==> src/rtl/aud_trace_sched.sv <==
// AUD trace capture controller: assembles AUDSYNC/AUDATA nibbles into {hdr, addr}
// frames, writes them to the trace FIFO and serves host reads with edge strobes.
module aud_trace_sched #(
   parameter int ADDRESS_WIDTH = 4,
   parameter int DATA_WIDTH    = 36
) (
   input  logic                     clk,
   input  logic                     rst_n,
   input  logic                     aud_stb_i,
   input  logic                     audsync_i,
   input  logic [3:0]               audata_i,
   output logic [DATA_WIDTH-1:0]    fifo_dat_o,
   output logic                     fifo_we_o,
   output logic                     fifo_re_o,
   input  logic [DATA_WIDTH-1:0]    fifo_dat_i,
   input  logic [ADDRESS_WIDTH:0]   fifo_count_i,
   input  logic                     rd_req_i,
   output logic                     rd_ack_o,
   output logic [DATA_WIDTH-1:0]    rd_dat_o,
   output logic                     ovf_o,
   input  logic                     ovf_clr_i,
   output logic [15:0]              frames_o
);

   localparam logic [ADDRESS_WIDTH:0] FULL_LEVEL = {1'b1, {ADDRESS_WIDTH{1'b0}}};

   typedef enum logic {
      CAP_IDLE,
      CAP_ADDR
   } cap_state_t;

   typedef enum logic [1:0] {
      W_IDLE,
      W_WAIT,
      W_PULSE,
      W_GAP
   } wr_state_t;

   typedef enum logic [1:0] {
      R_IDLE,
      R_PULSE,
      R_HOLD
   } rd_state_t;

   cap_state_t              cap_state_q, cap_state_d;
   wr_state_t               w_state_q, w_state_d;
   rd_state_t               r_state_q, r_state_d;

   logic [3:0]              hdr_q, hdr_d;
   // The last nibble goes straight into the frame word, so only 28 bits are held.
   logic [27:0]             addr_q, addr_d;
   logic [3:0]              target_q, target_d;
   logic [3:0]              cnt_q, cnt_d;
   logic [DATA_WIDTH-1:0]   dat_q, dat_d;
   logic                    wr_req_q, wr_req_d;
   logic [15:0]             frames_q, frames_d;
   logic                    ovf_q, ovf_d;
   logic [DATA_WIDTH-1:0]   rd_dat_q, rd_dat_d;

   logic                    frame_done;
   logic                    fifo_full;
   logic                    rd_go;
   logic [3:0]              cnt_inc;

   always_ff @(posedge clk or negedge rst_n) begin
      if (!rst_n) begin
         cap_state_q <= CAP_IDLE;
         w_state_q   <= W_IDLE;
         r_state_q   <= R_IDLE;
         hdr_q       <= '0;
         addr_q      <= '0;
         target_q    <= '0;
         cnt_q       <= '0;
         dat_q       <= '0;
         wr_req_q    <= 1'b0;
         frames_q    <= '0;
         ovf_q       <= 1'b0;
         rd_dat_q    <= '0;
      end else begin
         cap_state_q <= cap_state_d;
         w_state_q   <= w_state_d;
         r_state_q   <= r_state_d;
         hdr_q       <= hdr_d;
         addr_q      <= addr_d;
         target_q    <= target_d;
         cnt_q       <= cnt_d;
         dat_q       <= dat_d;
         wr_req_q    <= wr_req_d;
         frames_q    <= frames_d;
         ovf_q       <= ovf_d;
         rd_dat_q    <= rd_dat_d;
      end
   end

   assign fifo_full = (fifo_count_i == FULL_LEVEL);
   assign cnt_inc   = cnt_q + 4'd1;

   always_comb begin
      cap_state_d = cap_state_q;
      hdr_d       = hdr_q;
      addr_d      = addr_q;
      target_d    = target_q;
      cnt_d       = cnt_q;
      frame_done  = 1'b0;

      if (aud_stb_i) begin
         if (audsync_i) begin
            hdr_d       = audata_i;
            addr_d      = '0;
            cnt_d       = '0;
            cap_state_d = CAP_ADDR;
            case (audata_i[1:0])
               2'b00:   target_d = 4'd1;
               2'b01:   target_d = 4'd2;
               2'b10:   target_d = 4'd4;
               default: target_d = 4'd8;
            endcase
         end else if (cap_state_q == CAP_ADDR) begin
            addr_d = {addr_q[23:0], audata_i};
            cnt_d  = cnt_inc;
            if (cnt_inc == target_q) begin
               frame_done  = 1'b1;
               cap_state_d = CAP_IDLE;
            end
         end
      end
   end

   // Frame commit: a drop beats a same-cycle overflow clear.
   always_comb begin
      dat_d    = dat_q;
      frames_d = frames_q;
      ovf_d    = ovf_q;
      wr_req_d = wr_req_q && (w_state_q != W_IDLE);

      if (ovf_clr_i) begin
         ovf_d = 1'b0;
      end
      if (frame_done) begin
         if (fifo_full) begin
            ovf_d = 1'b1;
         end else begin
            dat_d    = {hdr_q, addr_q, audata_i};
            wr_req_d = 1'b1;
            frames_d = frames_q + 16'd1;
         end
      end
   end

   always_comb begin
      w_state_d = w_state_q;
      case (w_state_q)
         W_IDLE: begin
            if (wr_req_q) begin
               w_state_d = fifo_re_o ? W_WAIT : W_PULSE;
            end
         end
         W_WAIT:  w_state_d = W_PULSE;
         W_PULSE: w_state_d = W_GAP;
         W_GAP:   w_state_d = W_IDLE;
         default: w_state_d = W_IDLE;
      endcase
   end

   // A read may only start when no write is pending or about to pulse.
   assign rd_go = rd_req_i && (fifo_count_i != '0) && !wr_req_q &&
                  ((w_state_q == W_IDLE) || (w_state_q == W_GAP));

   always_comb begin
      r_state_d = r_state_q;
      rd_dat_d  = rd_dat_q;
      case (r_state_q)
         R_IDLE: begin
            if (rd_go) begin
               r_state_d = R_PULSE;
               rd_dat_d  = fifo_dat_i;
            end
         end
         R_PULSE: r_state_d = R_HOLD;
         R_HOLD: begin
            if (!rd_req_i) begin
               r_state_d = R_IDLE;
            end
         end
         default: r_state_d = R_IDLE;
      endcase
   end

   assign fifo_dat_o = dat_q;
   assign fifo_we_o  = (w_state_q == W_PULSE);
   assign fifo_re_o  = (r_state_q == R_PULSE);
   assign rd_ack_o   = (r_state_q != R_IDLE);
   assign rd_dat_o   = rd_dat_q;
   assign ovf_o      = ovf_q;
   assign frames_o   = frames_q;

endmodule

==> config.mk <==
export PLATFORM = sky130hd
export DESIGN_NAME = aud_trace_sched
export DESIGN_NICKNAME = d
export VERILOG_FILES = /design/src/rtl/aud_trace_sched.sv
export SDC_FILE = /design/constraint.sdc
export NUM_CORES = 1
export LEC_CHECK = 0
export CORE_UTILIZATION = 38
export DETAILED_ROUTE_END_ITERATION = 6
export GPL_ROUTABILITY_DRIVEN = 0
export HOLD_SLACK_MARGIN = 0.02
export MAX_ROUTING_LAYER = met4
export PLACE_DENSITY = 0.68
export SYNTH_ARGS = -nofsm -noshare
export SYNTH_HDL_FRONTEND = slang
export SYNTH_SLANG_ARGS = --single-unit
==> constraint.sdc <==
create_clock -name clk -period 2 [get_ports clk]
set_input_delay 0.4 -clock clk [delete_from_list [all_inputs] [get_ports clk]]
set_output_delay 0.4 -clock clk [all_outputs]
set_load 0.02 [all_outputs]
==> out/qor.yml <==
synthesis:
  synth-simple-area-share: 0.0579
  yosys.area.top_type: "dfrtp_1"
  synth_nets: 425
  syn_inst: 370
  synth_cell_types: 33
  seq_area_frac_synth: 0.643
  synthesis.area_um2: 5250
  synth.avg_cell_area_um2: 14.2
  synth_mux_area_frac: 0.165
  synth_compound_area_frac: 0.0655
  synth_top_cell_area_share: 0.643
  synth_xor_area_frac: 0.0379
  synth_fa_ha_area_frac: 0.00953
  synth_top_family_by_area: "multiplexers"
  ys_seq_elements: 135
  synthTopCellsByArea: "dfrtp_1 (64%), mux2_2 (17%), a22o_1 (4.8%)"
  yosysWarnings: 0
die:
  die_x_um: 120
  die_h_um: 120
  ios: 143
  floorplan.die_area_um2: 14300
  initial_core_util: 0.393
  core-area_um2: 13300
  rows: 42
routing:
  drc_errors: 0
  antenna_left: 0
  via_per_inst: 4.91
  drt_iter0_drc: 188
  first_pass_iters: 5
  drt-total-wl_um: 12100
  routedWlPerCell_um: 16.5
  vias: 3595
power_and_ir_drop:
  p_leak_uw: 0.00364
  powerDensity_nw_per_um2: 1430
  peakVddDrop_mv: 0.603
  power_uw: 11400
setup_path:
  cpMaxStageDelayCell: "dfrtp_1"
  critPathLaunchType: "register"
  crit_chain: "ha_4 -> xor2_2 -> nor3_4 -> nand3_4 -> buf_12 -> nor4_2 -> xor2_1"
  end_kind: "register"
  cpPeakStageDelay_ps: 400
  crit_required_ps: 2350
  crit_fanout: 7
  crit_type: "reg -> reg"
  arrival_ps: 2340
clocking:
  tritoncts: "yes"
  path_clk_slew_ps: 60
  clockRootBuffer: "clkbuf_16"
  htree_levels: 4
  cts_buffers: 17
  clock-sinks: 135
  clk_latency_ps: 430
  clk_path_buf_depth: 2
sta:
  slew-limit-headroom: 0.675
  worst_pin_slew_ps: 487
  setup_slack_ps: 11.1
  fin_crit_sh: 0.994
  grt_setup_unrepaired: "yes"
  finalWorstPathRequiredPeriod_ps: 1990
  max_freq_mhz: 503
  drv_slew: 0
  hold_violations: 0
  fin_worst_skew_ps: 7.45
  setup_violations: 0
  hold_ws_ps: 489
finish:
  nets: 598
  drive_gt1_frac: 0.275
  fin_area_um2: 7940
  layout_commonest_cell: "clkdlybuf4s50_1"
  final_cell_mix: "clkdlybuf4s50_1 (138), dfrtp_1 (135), mux2_2 (77)"
  post-route-util: 0.595
  diodes: 0
  areaGrowthSynthToFinish_pct: 51.2
placed_design:
  post-place-ws_ps: -310
  place_area_um2: 7070
  dpl.hpwl_um: 7810
  io_buffer_count: 142
global_route:
  grt_max_degree: 52
  grt_usage: 0.181
  grt_pass1_wl_um: 19000
  antenna_found_initial: 0
  first_global_vias: 3612
  overflow: 0
flow_run:
  max-cap-violations: 0
outcome:
  outcome: "complete, no violations"
min_path:
  hp-class: "in -> async"
## timing repair
action / CTS / global route
pin swaps: 0 / 7
buffers inserted: 3 / 1
hold endpoints to repair: 48 / 0
hold buffers: 1 / 0
gates resized for setup: 7 / 13
cloned: 1 / 1
endpoints found under the setup margin: 12 / 38
## cell usage after synthesis (all sizes together)
cell / n
buf: 7
clkbuf: 8
nor2: 10
or2: 2
nor3: 5
nand2b: 4
o21ai: 10
o22ai: 1
a21oi: 1
inv: 11
xnor2: 7
a22o: 29
nand2: 21
nor2b: 1
nand4: 1
nand3b: 1
o21bai: 1
o31ai: 1
or3: 1
a31oi: 1
o211ai: 1
ha: 4
xor3: 1
mux2: 77
nand3: 9
dfrtp: 135
nor4: 7
xor2: 13
## cells by family after synthesis
family                   Yosys count
flip-flops                       135
XOR/XNOR                          21
adder cells (fa/ha/maj)            4
multiplexers                      77
AND/OR/NAND/NOR                   62
buffers and inverters             26
AO/OA/AOI/OAI                     45
## worst max-delay path: cells and delay by family, from the launching register on
family	cells	cell delay (ps)
buffers and inverters	1	190
and+or+nand+nor	3	690
xor gates and xnor gates	2	360
DFF	1	400
adders and majority gates	1	260
## cell type report
class,count,area (um2)
inverter,11,41.3
timing repair buffer,169,1750
clock buffer,20,457
fill,1047,5410
sequential,135,3380
multi-input combinational,209,1900
tap,176,220
clock inverter,12,198
## final timing paths
check	from	end	slack, ps	depth (start not counted)
max in group asynchronous	rst_n	rd_dat_o[8]	820	3
min reg2reg	frames_o[15]	frames_o[15]	490	1
max reg2reg	cnt_q[1]	frames_o[12]	10	7
min in group clk	frames_o[15]	frames_o[15]	490	1
max	cnt_q[1]	frames_o[12]	10	7
min	rst_n	rd_dat_o[34]	490	2
## through the flow
step	setup TNS (ps)	std cells
after floorplan	0	370
final	0	732
after global placement	-25980	693
after CTS	-1510	730
after detailed placement	-23600	693
after global routing	-1040	732
## report_power, final
group / internal (uW) / total, uW / switching (uW)
combinational: 2170 / 4020 / 1850
sequential: 3480 / 3920 / 442
clock: 2270 / 3430 / 1160
total: 7920 / 11400 / 3450
## registers in the layout, indices dropped and copies added (netlist names)
| name | cells |
|---|---|
| ovf_o | 1 |
| rd_dat_o | 36 |
| wr_req_q | 1 |
| target_q | 4 |
| frames_o | 16 |
| hdr_q | 4 |
| w_state_q | 2 |
| addr_q | 28 |
| fifo_dat_o | 36 |
| cnt_q | 4 |
| cap_state_q | 1 |
| r_state_q | 2 |
## per-layer routing
metal | wire length, um | track usage | up-vias
met5 | 0 | - | -
met4 | 91 | 0.0688 | 0
met3 | 1080 | 0.0722 | 9
met2 | 5670 | 0.265 | 156
met1 | 5270 | 0.225 | 1767
li1 | - | - | 1663
(Power assumes the default switching activity.)
